**config.mk**
```make
export PLATFORM = sky130hd
export DESIGN_NAME = clemens_nasenberg_top
export DESIGN_NICKNAME = d
export VERILOG_FILES = /design/src/rtl/clemens_nasenberg_top.sv
export SDC_FILE = /design/constraint.sdc
export NUM_CORES = 1
export LEC_CHECK = 0
export CAP_MARGIN = 0
export CORE_MARGIN = 2
export CORE_UTILIZATION = 40
export DETAILED_ROUTE_END_ITERATION = 7
export PLACE_DENSITY = 0.71
export SYNTH_ARGS = -nofsm -noshare
export SYNTH_HDL_FRONTEND = slang
export SYNTH_SLANG_ARGS = --single-unit
```
**constraint.sdc**
```tcl
create_clock -name io_in -period 5.82 [get_ports io_in]
set_input_delay 1.164 -clock io_in [delete_from_list [all_inputs] [get_ports io_in]]
set_output_delay 1.164 -clock io_in [all_outputs]
set_load 0.005 [all_outputs]
```
**src/rtl/clemens_nasenberg_top.sv**
```systemverilog
// -----------------------------------------------------------------------------
// clemens_nasenberg_top
//   Free-running decimal counter shown on a single 7-segment digit. The
//   displayed digit steps 0..9 (and wraps) once every PRESCALE clock edges.
//   The decimal point flips on every digit step, so it blinks at half the
//   digit rate.
//
// Parameters
//   PRESCALE    clock edges per digit step, 1..65536
//
// Ports
//   io_in[0]    clk, all state changes on the rising edge
//   io_in[1]    rst, synchronous active-low reset (0 = reset)
//   io_in[7:2]  unused, no effect on any state or output
//   io_out[6:0] segments {g,f,e,d,c,b,a}, active-high, a = bit 0
//   io_out[7]   decimal point, active-high
// -----------------------------------------------------------------------------
module clemens_nasenberg_top #(
  parameter int unsigned PRESCALE = 1000
) (
  input  logic [7:0] io_in,
  output logic [7:0] io_out
);

  // A 1-cycle prescaler still needs a 1-bit counter so the logic stays legal.
  localparam int unsigned PW = (PRESCALE > 1) ? $clog2(PRESCALE) : 1;
  localparam logic [PW-1:0] PCNT_MAX = PW'(PRESCALE - 1);
  localparam logic [3:0]    DIG_MAX  = 4'd9;

  logic clk;
  logic rst;
  assign clk = io_in[0];
  assign rst = io_in[1];

  // The remaining pins are left unconnected on purpose.
  logic unused_io;
  assign unused_io = ^io_in[7:2];

  logic [PW-1:0] pcnt_q, pcnt_d;
  logic [3:0]    dig_q,  dig_d;
  logic          dp_q,   dp_d;
  logic          step;

  // Next-state logic: the prescaler rolls over on its terminal count and
  // that rollover is the single event that advances the digit and the dot.
  always_comb begin
    step   = (pcnt_q == PCNT_MAX);
    pcnt_d = pcnt_q + PW'(1);
    dig_d  = dig_q;
    dp_d   = dp_q;
    if (step) begin
      pcnt_d = '0;
      dig_d  = (dig_q == DIG_MAX) ? 4'd0 : dig_q + 4'd1;
      dp_d   = ~dp_q;
    end
  end

  // Reset takes priority, so a reset mid-count drops any partial progress.
  always_ff @(posedge clk) begin
    if (!rst) begin
      pcnt_q <= '0;
      dig_q  <= 4'd0;
      dp_q   <= 1'b0;
    end else begin
      pcnt_q <= pcnt_d;
      dig_q  <= dig_d;
      dp_q   <= dp_d;
    end
  end

  // Segment decode straight off the digit register, so the display follows
  // the register in the same cycle. Codes 10..15 cannot occur and blank.
  logic [6:0] seg;
  always_comb begin
    seg = 7'h00;
    unique case (dig_q)
      4'd0:    seg = 7'h3F;
      4'd1:    seg = 7'h06;
      4'd2:    seg = 7'h5B;
      4'd3:    seg = 7'h4F;
      4'd4:    seg = 7'h66;
      4'd5:    seg = 7'h6D;
      4'd6:    seg = 7'h7D;
      4'd7:    seg = 7'h07;
      4'd8:    seg = 7'h7F;
      4'd9:    seg = 7'h6F;
      default: seg = 7'h00;
    endcase
  end

  assign io_out = {dp_q, seg};

endmodule

```
==> results of run 1 <==
[cells in the mapped netlist, drive strengths merged (2+ instances only)]
cell and number:
mux2 3, dfxtp 22, nand3 8, ha 9, and2 2, xor2 4, nand3b 4, nor2 12
nand2 6, and3 2, xnor2 5, buf 3, inv 9, mux2i 9, o21ai 6
[metrics by stage]
stage                     util, %  cell area (µm²)
after CTS                    64.1             1720
after detailed placement     44.6             1200
after global placement       44.6             1200
after floorplan                 -             1100
[cells by family after synthesis]
group,after synthesis,synth area share [%]
buffers and inverters,12,4.90
and+or+nand+nor,39,19.9
xor gates and xnor gates,9,7.17
DFF,22,40.1
AOI/OAI and AO/OA,9,6.38
adders and majority gates,9,10.3
muxes,12,11.3
==> results.md, run 1 <==
Floorplanning:
- Row generation in the floorplan step produced 19 rows.
- For this configuration, the core starts out at a cell density of about two fifths.
- During I/O placement, the number of pins put on the boundary was 16.
- The die outline height is about 56 µm.
- The horizontal die dimension is ~56 µm.

Clock tree:
- The number of gates resized after CTS was 0.
- Post-CTS timing repair inserted 0 buffers for setup.
- After clock tree synthesis, the flow added hold-fix buffers numbering 0.

Logic synthesis:
- The flip-flop and latch count after synthesis is 22.
- Summing the sequential cell areas from Yosys gives about two fifths of the chip area.
- The count of yosys warnings during synthesis is 0.
- Of all flip-flops after synthesis, the portion carrying an async set or reset was 0%.
- Yosys mapped a number of flops with a built-in enable equal to 0.
- The gate count of the mapped netlist is 112.
- The share of Yosys cell area claimed by the top area cell type is about two fifths.
- In the post-synthesis netlist, the biggest area contributors are sky130_fd_sc_hd__dfxtp_1, sky130_fd_sc_hd__ha_1, sky130_fd_sc_hd__mux2i_1.
- Each instance of the synthesized netlist takes up on average 9.81 µm².
- When the netlist entered floorplanning its net count stood at 129.
- The dominant register cell in the synthesized netlist is sky130_fd_sc_hd__dfxtp_1.
- The count of different cell masters after synthesis is 30.
- The cell area after technology mapping is roughly 1100 µm².
- The library cell occupying the most area in the post-synthesis netlist is sky130_fd_sc_hd__dfxtp_1.

Global route:
- Entering global routing, the biggest net connects 12 pins.

Run status:
- The run stopped with a tool error.
- It got as far as 5_1_grt and failed there.
- The tool reported: "[ERROR GRT-0229] Vertical edge usage exceeds the maximum allowed. (2, 4) usage=2405 limit=2200".

Placement:
- The HPWL after detailed placement is 1360 µm.
- The number of I/O port buffers is 8.
- In this run, placement finished with an instance count of 148.
- The worst slack at placement is roughly 2000 ps.
- At the end of routability-driven placement, the weighted congestion stood at between 0.8 and 0.9.
==> run 2, diff against run 1 <==
- CORE_UTILIZATION: 40 -> 25
- PLACE_DENSITY: 0.71 -> not set
- PLACE_DENSITY_LB_ADDON: not set -> 0.15
==> run 2 against run 1 <==
  * The flow now finishes without violations
  * Synthesized area unchanged
  * Synthesized cell count did not move
==> results.md, run 2 <==
Run status:
- The run finished with clean final reports.

Logic synthesis:
- sky130_fd_sc_hd__dfxtp_1 is the most common cell in the netlist.
- The mean cell area of the mapped netlist is 9.81 µm² (unchanged).
- The gate count of the mapped netlist is 112 (unchanged).
- The async set or reset register ratio after synthesis came to 0% (unchanged).
- The flip-flop and latch count after synthesis was 22 (unchanged).
- The net count after synthesis was 129 (unchanged).
- After synthesis, the cell types taking the most area are sky130_fd_sc_hd__dfxtp_1, sky130_fd_sc_hd__ha_1, sky130_fd_sc_hd__mux2i_1.
- The share of Yosys cell area claimed by the top area cell type was 40.1% (unchanged).
- The library cell occupying the most area in the post-synthesis netlist is sky130_fd_sc_hd__dfxtp_1.
- The cell area after technology mapping is 1100 µm² (unchanged).
- The sequential area share after synthesis is 40.1% (unchanged).
- The count of different cell masters after synthesis came to 30 (unchanged).
- The count of yosys warnings during synthesis is 0 (unchanged).
- By count the netlist is led by sky130_fd_sc_hd__dfxtp_1, sky130_fd_sc_hd__nor2_1, sky130_fd_sc_hd__ha_1, sky130_fd_sc_hd__mux2i_1, sky130_fd_sc_hd__inv_1.
- The most used flip-flop cell after synthesis is sky130_fd_sc_hd__dfxtp_1.
- The number of enable-type register cells in the synthesized netlist came to 0 (unchanged).

Floorplanning:
- The initial standard-cell utilization of the core is 25.6% (-15 points).
- The overall die area is 4940 µm².
- The count of boundary I/O pins is 16 (unchanged).
- The core region area is roughly 4300 µm².
- The horizontal die dimension is 70.3 µm (+25%).
- The die outline height is 70.3 µm (+25%).
- The standard-cell row count is 24 (+5).

Finish:
- The finished cells cover about 2100 µm².
- Cells with a size suffix above 1 make up between 30 and 40% of the layout.
- The share of the core filled with cells in the final layout is approximately half.
- The commonest non-fill, non-tap cell in the layout is sky130_fd_sc_hd__clkbuf_8.
- The number of diodes added for antenna fixing is 0.
- In the layout the commonest cells are sky130_fd_sc_hd__clkbuf_8, sky130_fd_sc_hd__dfxtp_1, sky130_fd_sc_hd__inv_1.
- The number of flip-flops in the largest register is 10.
- The number of nets in the finished design is a little under 200.
- The area growth from synthesis to final layout is 92.6%.
- The largest register by flop count is pcnt_q.

Global route:
- The overflow left after global routing is 0.
- The via count of the first global-routing pass came to 1930.
- The wire length of the first global-routing pass is 8040 µm.
- The number of antenna violations at the first check in global routing is 0.
- Entering global routing, the biggest net connects 13 pins.
- The global routing usage summed across all routing layers is between 20% and 30%.

Hold path:
- The worst hold path begins at io_in[1].
- The worst hold path passes through 3 cells.
- The worst hold path terminates at dp_q.
- The path class of the tightest hold or removal check is clock port to register.

Routing:
- After detailed routing, the number of remaining DRC violations is 0.
- The number of DRC markers after the initial detailed-route iteration is 240.
- The detailed-route wire length is between 4000 and 5000 µm.
- The mean number of vias per cell is between 5 and 6.
- The pre-antenna-repair detailed-routing pass consisted of 7 iterations.
- The number of nets with antenna violations after detailed routing is 0.
- The via count is ~1200.
- After detailed routing, the average wire length per cell comes to 17.4 µm.

Power:
- The maximum ir drop on the vdd rail is between 500 and 600 µV.
- The total power after layout is ~1.8 mW.
- Dividing total power by cell area gives a power density of ~860 nW/µm².
- Summed over all cells, the static leakage comes to just over 1 nW.

Clock tree:
- The worst-skew pair later-pin latency is 270 ps.
- The clock tree from TritonCTS is built.
- The buffers inserted during post-CTS setup optimization was 0 (unchanged).
- The total of hold buffers inserted after clock tree synthesis was 0 (unchanged).
- The number of cells upsized or downsized after cts is 0 (unchanged).
- After clock tree synthesis, the clock-pin slew on the worst setup and hold paths is about 90 ps.

Worst setup path:
- The launching element type of the critical path is a clock port.
- STA puts the critical path data arrival time at roughly 4800 ps.
- The critical register-to-register path endpoint is seg[0].
- The required time reported for the critical path endpoint is around 6000 ps.
- The most repeated library cell on the critical path is sky130_fd_sc_hd__clkbuf_8.
- The kind of critical path is clock port to register.
- The number of buffers and inverters on the critical path is 8.
- The register-to-register path setup slack is ~2700 ps.
- The worst register-to-register path begins at pcnt_q[0].
- The longest individual stage delay on the worst path is 270 ps.
- The maximum fanout along the worst path is 5.
- Measured in cells, the most critical reg-to-reg path has a length of 14.
- On the critical path the largest part of the delay comes from buffers and inverters.
- The worst setup path is captured at a register.
- On the critical path, the stage with the largest delay is an instance of sky130_fd_sc_hd__mux2_2.
- Traced cell by cell, the critical path runs through clkbuf_8, clkbuf_8, nand3_1, clkbuf_8, clkbuf_8, o21ai_2, clkbuf_8, clkbuf_8, ha_1, clkbuf_8, clkbuf_8, mux2_2, mux2i_1.

Timing:
- The worst clock skew is about 4.3 ps.
- The final setup violation count is 0.
- The setup TNS after final layout is 0 ps.
- The final count of hold timing violations is 0.
- Setup repair after global routing left no endpoint under its margin.
- At the pin with the least slew margin, the transition time is around 550 ps.
- Setup slack on the critical path of the routed design comes to about 1200 ps.
- In this run the tightest slew margin relative to its limit is a little over three fifths.
- The final max-slew violation count is 0.

Placement:
- The number of I/O port buffers is 8 (unchanged).
- The worst slack at placement is 1990 ps (+0.0500 ps).
- The HPWL after detailed placement is 1540 µm (+13%).
- The placer's final routability congestion estimate came to 0.836 (-0.13%).
- The area after detailed placement is 1220 µm² (+2.2%).

Run:
- Across the run, the number of max-cap violations was 0.
## run 2: cell counts after synthesis
Identical to the previous run, type by type.
## run 2: cells by family after synthesis
family	Yosys count	synth area share, %
DFF	22	40.1
muxes	12	11.3
and+or+nand+nor	39	19.9
adders and majority gates	9	10.3
AOI/OAI and AO/OA	9	6.38
xor gates and xnor gates	9	7.17
buffers and inverters	12	4.90
## run 2: power by group
group	switching, mW	internal [mW]
combinational	0	0
sequential	0	0.168
clock	0.586	1.06
## run 2: worst max-delay path by stage
| stage | from | to | slack, ps | cells past startpoint |
|---|---|---|---|---|
| floorplan | io_in[1] | seg[3] | 1810 | 6 |
| global placement | io_in[1] | seg[3] | 1990 | 5 |
| detailed placement | io_in[1] | seg[3] | 1990 | 5 |
| CTS | io_in[1] | seg[0] | 1200 | 13 |
| global route | io_in[1] | seg[0] | 1080 | 13 |
| finish | io_in[1] | seg[0] | 1200 | 13 |
## run 2: final cells by class
| type | instances | area (µm²) |
|---|---|---|
| inverter | 3 | 11.3 |
| multi-input combinational | 78 | 604 |
| clock inverter | 22 | 146 |
| tap | 52 | 65.1 |
| timing repair buffer | 8 | 80.1 |
| clock buffer | 58 | 768 |
| fill | 394 | 2180 |
| sequential | 22 | 440 |
## run 2: through the flow
step                std cells  hold WS (ps)
floorplan                 112           331
finish                    243           127
CTS                       243           130
global placement          169           122
detailed placement        169           122
global route              243           117
## run 2: layer usage
layer  share of wire [%]  vias to the layer above  global-route usage (%)  wire, µm
li1                    -                      524                       -         -
met1                  32                      552                    12.9      1370
met2                  47                      113                    21.6      1990
met3                  13                       39                    25.4       550
met4                 7.5                        0                    42.1       318
met5                   0                        -                    8.89         0
## run 2: worst min-delay path, stage by stage
cell,delay (ps)
sky130_fd_sc_hd__clkbuf_8,110
sky130_fd_sc_hd__clkbuf_8,150
sky130_fd_sc_hd__and2_1,110
Note: power is estimated with default switching activity, not from simulation.
